<file path="src/rtl/frame_bank_writer.sv">
// frame_bank_writer
//   Routes non-zero valid peak samples round-robin into NUM_BANKS external frame
//   FIFOs, one FRAME_LEN-word frame per bank. A filled bank stays locked until its
//   reader has drained it. Optional frame_sync alignment, saturating overrun drop
//   counter and a sticky early-full error.
// Ports
//   clk, rst        clock, asynchronous active-high reset
//   din, din_valid  peak sample and strobe (zero samples are never stored)
//   frame_sync      frame-boundary pulse, honoured when ALIGN_SYNC=1
//   bank_empty/full per-FIFO status flags
//   wr_data, wr_req shared FIFO write bus and one-hot write request
//   frame_done      1-cycle pulse when a bank takes its last word, done_bank = index
//   bank_locked     banks holding a complete frame awaiting readout
//   drop_cnt        samples dropped because no bank was free (saturating)
//   err_early_full  sticky: a bank reported full before its frame was complete
module frame_bank_writer #(
   parameter int unsigned DATA_W     = 16,
   parameter int unsigned NUM_BANKS  = 2,
   parameter int unsigned FRAME_LEN  = 1000,
   parameter int unsigned ALIGN_SYNC = 1,
   parameter int unsigned DROP_W     = 16,
   localparam int unsigned BANK_W    = $clog2(NUM_BANKS)
) (
   input  logic                 clk,
   input  logic                 rst,
   input  logic [DATA_W-1:0]    din,
   input  logic                 din_valid,
   input  logic                 frame_sync,
   input  logic [NUM_BANKS-1:0] bank_empty,
   input  logic [NUM_BANKS-1:0] bank_full,
   output logic [DATA_W-1:0]    wr_data,
   output logic [NUM_BANKS-1:0] wr_req,
   output logic                 frame_done,
   output logic [BANK_W-1:0]    done_bank,
   output logic [NUM_BANKS-1:0] bank_locked,
   output logic [DROP_W-1:0]    drop_cnt,
   output logic                 err_early_full
);

   localparam int unsigned CNT_W = $clog2(FRAME_LEN + 1);

   typedef enum logic [1:0] {IDLE, WAIT_SYNC, WRITE, STALL} state_t;

   // State a fresh frame starts in once its bank is free
   localparam state_t OPEN_ST = (ALIGN_SYNC != 0) ? WAIT_SYNC : WRITE;

   state_t               state_q, state_d;
   logic [BANK_W-1:0]    cur_bank_q, cur_bank_d;
   logic [CNT_W-1:0]     cnt_q, cnt_d;
   logic [NUM_BANKS-1:0] locked_q, locked_d;
   logic [NUM_BANKS-1:0] armed_q, armed_d;
   logic [DROP_W-1:0]    drop_q, drop_d;
   logic                 err_q, err_d;
   logic [DATA_W-1:0]    wr_data_q, wr_data_d;
   logic [NUM_BANKS-1:0] wr_req_q, wr_req_d;
   logic                 frame_done_q, frame_done_d;
   logic [BANK_W-1:0]    done_bank_q, done_bank_d;

   logic                 word_v;
   logic                 accept;
   logic                 complete;
   logic [BANK_W-1:0]    nxt_bank;

   // State and output registers
   always_ff @(posedge clk or posedge rst) begin
      if (rst) begin
         state_q      <= IDLE;
         cur_bank_q   <= '0;
         cnt_q        <= '0;
         locked_q     <= '0;
         armed_q      <= '0;
         drop_q       <= '0;
         err_q        <= 1'b0;
         wr_data_q    <= '0;
         wr_req_q     <= '0;
         frame_done_q <= 1'b0;
         done_bank_q  <= '0;
      end else begin
         state_q      <= state_d;
         cur_bank_q   <= cur_bank_d;
         cnt_q        <= cnt_d;
         locked_q     <= locked_d;
         armed_q      <= armed_d;
         drop_q       <= drop_d;
         err_q        <= err_d;
         wr_data_q    <= wr_data_d;
         wr_req_q     <= wr_req_d;
         frame_done_q <= frame_done_d;
         done_bank_q  <= done_bank_d;
      end
   end

   // Next-state, lock tracking and output decode
   always_comb begin
      state_d      = state_q;
      cur_bank_d   = cur_bank_q;
      cnt_d        = cnt_q;
      locked_d     = locked_q;
      armed_d      = armed_q;
      drop_d       = drop_q;
      err_d        = err_q;
      wr_data_d    = din;
      wr_req_d     = '0;
      frame_done_d = 1'b0;
      done_bank_d  = done_bank_q;
      accept       = 1'b0;
      complete     = 1'b0;

      word_v   = din_valid && (din != '0);
      nxt_bank = (cur_bank_q == BANK_W'(NUM_BANKS - 1)) ? '0 : cur_bank_q + 1'b1;

      // Release needs a non-empty flag first, so a lagging empty flag right
      // after the last write cannot unlock the bank prematurely.
      for (int b = 0; b < int'(NUM_BANKS); b++) begin
         if (locked_q[b]) begin
            if (armed_q[b] && bank_empty[b]) begin
               locked_d[b] = 1'b0;
               armed_d[b]  = 1'b0;
            end else if (!bank_empty[b]) begin
               armed_d[b] = 1'b1;
            end
         end
      end

      // Decisions use locked_d so a release seen this cycle lets the next word in
      case (state_q)
         IDLE: begin
            if (!locked_d[cur_bank_q]) state_d = OPEN_ST;
         end
         WAIT_SYNC: begin
            if (frame_sync) begin
               state_d = WRITE;
               accept  = 1'b1;
            end
         end
         WRITE: begin
            accept = 1'b1;
         end
         STALL: begin
            if (word_v && (drop_q != '1)) drop_d = drop_q + 1'b1;
            if (!locked_d[cur_bank_q]) state_d = OPEN_ST;
         end
         default: state_d = IDLE;
      endcase

      if (accept && word_v) begin
         if (bank_full[cur_bank_q]) begin
            // Full before the frame is complete: drop the word and close the frame
            err_d    = 1'b1;
            complete = 1'b1;
         end else begin
            wr_req_d[cur_bank_q] = 1'b1;
            if (cnt_q == CNT_W'(FRAME_LEN - 1)) complete = 1'b1;
            else                                cnt_d    = cnt_q + 1'b1;
         end
      end

      if (complete) begin
         frame_done_d         = 1'b1;
         done_bank_d          = cur_bank_q;
         locked_d[cur_bank_q] = 1'b1;
         armed_d[cur_bank_q]  = 1'b0;
         cnt_d                = '0;
         cur_bank_d           = nxt_bank;
         state_d              = locked_d[nxt_bank] ? STALL : OPEN_ST;
      end
   end

   assign wr_data        = wr_data_q;
   assign wr_req         = wr_req_q;
   assign frame_done     = frame_done_q;
   assign done_bank      = done_bank_q;
   assign bank_locked    = locked_q;
   assign drop_cnt       = drop_q;
   assign err_early_full = err_q;

endmodule

</file>
<file path="config.mk">
export PLATFORM = sky130hd
export DESIGN_NAME = frame_bank_writer
export DESIGN_NICKNAME = d
export VERILOG_FILES = /design/src/rtl/frame_bank_writer.sv
export SDC_FILE = /design/constraint.sdc
export NUM_CORES = 1
export LEC_CHECK = 0
export CAP_MARGIN = 25
export CORE_UTILIZATION = 48
export CTS_CLUSTER_SIZE = 28
export DETAILED_ROUTE_END_ITERATION = 6
export GPL_ROUTABILITY_DRIVEN = 1
export GPL_TIMING_DRIVEN = 0
export PLACE_DENSITY = 0.88
export REMOVE_ABC_BUFFERS = 1
export SLEW_MARGIN = 20
export SYNTH_ARGS = -nofsm -noshare
export SYNTH_HDL_FRONTEND = slang
export SYNTH_SLANG_ARGS = --single-unit
</file>
<file path="constraint.sdc">
create_clock -name clk -period 2.14 [get_ports clk]
set_clock_uncertainty 0.05 [all_clocks]
set_input_delay 0.214 -clock clk [delete_from_list [all_inputs] [get_ports clk]]
set_output_delay 0.214 -clock clk [all_outputs]
set_load 0.1 [all_outputs]
</file>
==> flow_metrics.tcl, run 1 <==
set metrics [dict create \
    status "finished, final reports clean" \
    h-tree-depth 2 \
    numCtsBuffers 5 \
    crit_path_start "drop_cnt[8]$_DFFE_PP0P_" \
    first_iter_violations 108 \
    grt-ovfl-total 0 \
    netlist_top_cells_count "dfrtp_1 (54), nand2_1 (23), o21ai_0 (13)" \
    required_ps 1880 \
    area_growth_syn_to_layout_pct 35.21 \
    syn_inst 213 \
    total_power_mw 3.677 \
    start_kind "register" \
    crit_arrival_ps 1820 \
    p_leak_nw 1.512 \
    n_antenna_cell 0 \
    cts_root_buf "clkbuf_8" \
    grt_max_degree 36 \
    dp_hpwl_um 3629 \
    drive_gt1_share_pct 9.964 \
    crit_chain "clkdlybuf4s50_1" \
    crit_family "buffers and inverters" \
    routed_wl_um 4911 \
    numClockSinks 54 \
    rows 25 \
    dieArea_mm2 0.005292 \
    routed-via-count 1850 \
    worstSkewPairLatency_ps 300 \
    synth_area_leaders "dfrtp_1 (56%), nand2_1 (3.6%), xnor2_1 (2.9%)" \
    r2r-start "drop_cnt[1]$_DFFE_PP0P_" \
    cap_violations 0 \
    fmax_ghz 0.4789 \
    slew_violations 0 \
    postCtsSetupBuffers 0 \
    first_global_vias 1776 \
    critPathMaxFanout 3 \
    wl_per_cell_um 14.11 \
    synth_edf_count 0 \
    cts_tree "yes" \
    clk_transition_reported_paths_ps 100 \
    die_y_um 72.75 \
    slew_headroom_pct 35.06 \
    syn_area_mm2 0.002402 \
    vdd_ir_drop_max_uv 1201 \
    synth.yosys.seq_area_share_pct 56.25 \
    grt.total_usage_pct 20.15 \
    fin_nets 309 \
    synth.most_common_cell "dfrtp_1" \
    antenna_found_initial 0 \
    cpMaxStageDelayCell "clkdlybuf4s50_1" \
    path_buf_inv 1 \
    first_pass_iters 5 \
    rsz0062_at_grt "false" \
    synth_warnings 0 \
    powerDensity_mw_per_mm2 1132 \
    setup_viol 0 \
    coreArea_mm2 0.004755 \
    ys_types 47 \
    die_w_um 72.75 \
    final_util_pct 68.32 \
    avgViaCountPerCell 5.316 \
    worstSetupPathType "reg2out" \
    fin_crit_sh_pct 97.57 \
    syn_avg_cell_area_um2 11.28 \
    max_stage_delay_ps 1150 \
    io_buffer_count 62 \
    worst_pin_slew_ps 971.0 \
    start_util_pct 50.53 \
    ys.flop_type "dfrtp_1" \
    synth_seq_cells 54 \
    yosys.area.top_type_share_pct 56.25 \
    final.setup.tns_ps 0 \
    grt_first_pass_wirelength_um 8128 \
    num_io_pins 63 \
    worstSetupEndpointType "primary output" \
    cts_buffer_depth 2 \
    synth_area_leader_cell "dfrtp_1" \
    fin_crit_ps 2088 \
    ant_nets 0 \
    hold_violations 0 \
    hold_path_class "in2async" \
    async_flop_share_pct 100.0 \
    drc 0 \
    gp_congestion 0.7802 \
]
==> sequential cells by signal, indices dropped and copies added, names as in the netlist <==
register        flops
done_bank           1
wr_req              2
frame_done          1
state_q             2
err_early_full      1
armed_q             2
bank_locked         2
cnt_q              10
drop_cnt           16
cur_bank_q          1
wr_data            16
==> area by class of cell <==
type	count	area [um^2]
clock inverters	2	37.54
fillers	342	1506
clock buffers	6	72.57
flip-flops and latches	54	1353
well taps	67	83.83
multi-input cells	144	1015
repair buffers	63	641.9
inverters	12	45.04
==> routing by layer <==
layer | vias up | global-route usage (%) | wire (um)
met4 | 0 | 6.100 | 56
li1 | 887 | - | -
met5 | - | 0 | 0
met2 | 65 | 34.27 | 2390
met1 | 890 | 24.91 | 2168
met3 | 8 | 5.801 | 295
==> cells by family (layout without fill, tap and decap cells) <==
family                     Yosys count  count (layout)  share of synthesized area, %
AOI/OAI and AO/OA                   35              35                         9.949
xor gates and xnor gates            16              16                         5.834
adders and majority gates            5               5                         2.604
buffers and inverters               15              83                         2.448
DFF                                 54              54                         56.25
muxes                                6               6                         2.864
and+or+nand+nor                     82              82                         20.05
==> path summary, 6_finish.rpt <==
kind / end / slack [ps] / cells past startpoint
max reg2reg: drop_cnt[7]$_DFFE_PP0P_ / 150 / 6
min in group clk: wr_data[7]$_DFF_PP0_ / 330 / 1
max in group asynchronous: drop_cnt[0]$_DFFE_PP0P_ / 1330 / 3
max: drop_cnt[8] / 50 / 1
min: err_early_full$_DFFE_PP0P_ / 170 / 2
min reg2reg: err_early_full$_DFFE_PP0P_ / 440 / 1
==> placed cells by master, fill, tap and decap left out, drive strengths merged, types with 6 or more instances in the layout <==
master,count
nand4,8
dfrtp,54
inv,12
nor3,10
dlygate4sd2,11
xnor2,8
nor2,8
clkdlybuf4s50,45
nor4,6
nand3,9
xor2,8
dlymetal6s2s,6
o21ai,13
clkbuf,6
nand2,23
o31ai,6
==> power by group <==
group	leakage, nW	internal (mW)	switching [mW]	total (mW)
Sequential	0.670	1.19	0.197	1.39
Combinational	0.791	0.473	1.16	1.63
Clock	0.0514	0.349	0.311	0.660
==> what timing repair did <==
item                                    4_1_cts  5_1_grt
pin swaps                                     0        1
hold buffers                                  0        0
resized for setup                            14        9
endpoints found under the setup margin       20       14
==> stage by stage <==
step	area, um^2	std cells	setup slack (ps)	hold slack (ps)
floorplan	2389	210	-417.2	195.4
global placement	3093	339	-431.8	415.9
detailed placement	3113	340	-595.1	412.9
CTS	3224	348	1.944	181.8
global route	3248	348	5.140	198.7
finish	3248	348	51.98	166.7
(Power assumes the default switching activity.)
==> run 2, diff against run 1 <==
- CORE_UTILIZATION: 48 -> 50
- CTS_BUF_LIST: not set -> sky130_fd_sc_hd__clkbuf_8
- PLACE_DENSITY: 0.88 -> 0.91
==> run 2 against run 1 <==
Against the previous run:
- the run now ends with DRC left
- total power grew 0.49%
- flip-flop and latch count unchanged
- fmax is 1.0% lower
- sequential power hardly changed
- critical path type unchanged
- largest power group unchanged
==> flow_metrics.tcl, run 2 (same netlist as run 1, synthesis figures left out) <==
set metrics [dict create \
    coreArea_mm2 0.004474 \
    slew_violations 0 \
    first_iter_violations 118 \
    die_y_um 71.32 \
    cts_hold_buf 0 \
    wl_per_cell_um 14.89 \
    worst_pin_slew_ps 1000 \
    dieArea_mm2 0.005086 \
    cap_violations 0 \
    p_leak_nw 1.492 \
    wl_met1_um 2038 \
    worstSkewPairLatency_ps 310 \
    start_util_pct 53.69 \
    slew_headroom_pct 33.12 \
    setup_viol 0 \
    path_buf_inv 1 \
    avgViaCountPerCell 5.574 \
    r2r_slack_ps 170 \
    cts_buffer_depth 2 \
    final_cell_mix "dfrtp_1 (54), clkdlybuf4s50_1 (46), nand2_1 (23), o21ai_0 (13), dlygate4sd2_1 (12)" \
    cts_tree "yes" \
    required_ps 1880 \
    first_pass_iters 7 \
    finalInstanceArea_mm2 0.003226 \
    numCtsBuffers 5 \
    grt-ovfl-total 0 \
    critPathMaxFanout 3 \
    worstSetupEndpointType "primary output" \
    grt_max_degree 35 \
    worstSetupPathType "reg2out" \
    met3WireLength_um 295 \
    postCtsSetupBuffers 0 \
    finalHoldWorstSlack_ps 172.6 \
    crit_arrival_ps 1850 \
    cpMaxStageDelayCell "clkdlybuf4s50_1" \
    grt.total_usage_pct 21.62 \
    dp_hpwl_um 3689 \
    routed-via-count 1856 \
    numClockSinks 54 \
    rows 24 \
    crit_family "buffers and inverters" \
    io_buffer_count 62 \
    max_stage_delay_ps 1140 \
    crit_chain "clkdlybuf4s50_1" \
    wl_met2_um 2564 \
    status "finished with violations" \
    final.setup.tns_ps 0 \
    h-tree-depth 2 \
    clk_transition_reported_paths_ps 90 \
    top_layer_used "met4" \
    start_kind "register" \
    fin_crit_ps 2109 \
    ant_nets 0 \
    drc 9 \
    n_antenna_cell 0 \
    final_util_pct 72.09 \
    hold_path_class "in2async" \
    die_w_um 71.32 \
    post_dp_cell_area_mm2 0.003094 \
    fmax_ghz 0.4741 \
    drive_gt1_share_pct 9.964 \
    fin_nets 309 \
    gp_congestion 0.8529 \
    crit_path_start "drop_cnt[15]$_DFFE_PP0P_" \
    num_io_pins 63 \
    cts_root_buf "clkbuf_8" \
    area_growth_syn_to_layout_pct 34.27 \
    hold_violations 0 \
    vdd_ir_drop_max_uv 1105 \
    rsz0062_at_grt "false" \
    layout_commonest_cell "dfrtp_1" \
    grt_first_pass_wirelength_um 8542 \
    r2r-start "drop_cnt[0]$_DFFE_PP0P_" \
    first_global_vias 1858 \
    antenna_found_initial 0 \
    violations "DRC" \
    powerDensity_mw_per_mm2 1146 \
    routed_wl_um 4958 \
    fin_crit_sh_pct 98.57 \
]
[run 2: repair_timing]
action                                 in CTS  in global routing
setup endpoints to repair                  21                 11
endpoints found under the hold margin       0                  0
pin swaps                                   0                  1
gates resized for setup                    15                  6
[run 2: power by group]
part           switching (mW)  internal, mW
Clock                   0.326         0.348
Sequential              0.195          1.19
Combinational            1.16         0.476
Total                    1.68          2.01
[run 2: cell type report]
class	instances	area [um^2]
Timing Repair Buffer	63	635.6
Tap cell	52	65.06
Clock buffer	5	68.82
Clock inverter	3	45.04
Sequential cell	54	1351
Fill cell	308	1249
Inverter	12	45.04
Multi-Input combinational cell	144	1015
[run 2: metrics by stage]
stage | instances | power [mW] | setup slack [ps]
finish | 333 | 3.695 | 30.56
global placement | 324 | 2.970 | -416.8
CTS | 333 | 3.692 | 0.3508
detailed placement | 325 | 3.028 | -497.7
floorplan | 210 | 2.619 | -417.2
global route | 333 | 3.890 | 1.277
[run 2: final timing paths]
check | endpoint | depth (start not counted)
setup / recovery | drop_cnt[15] | 1
hold / removal | wr_data[10]$_DFF_PP0_ | 2
setup reg to reg | drop_cnt[5]$_DFFE_PP0P_ | 6
hold reg to reg | err_early_full$_DFFE_PP0P_ | 1
max in group asynchronous | cnt_q[3]$_DFFE_PP0P_ | 3
min in group clk | wr_data[15]$_DFF_PP0_ | 1
[run 2: per-layer routing]
layer / up-vias / global-route usage [%]
met5: - / 0
met2: 57 / 37.78
li1: 898 / -
met1: 893 / 26.86
met3: 8 / 4.219
met4: 0 / 7.556
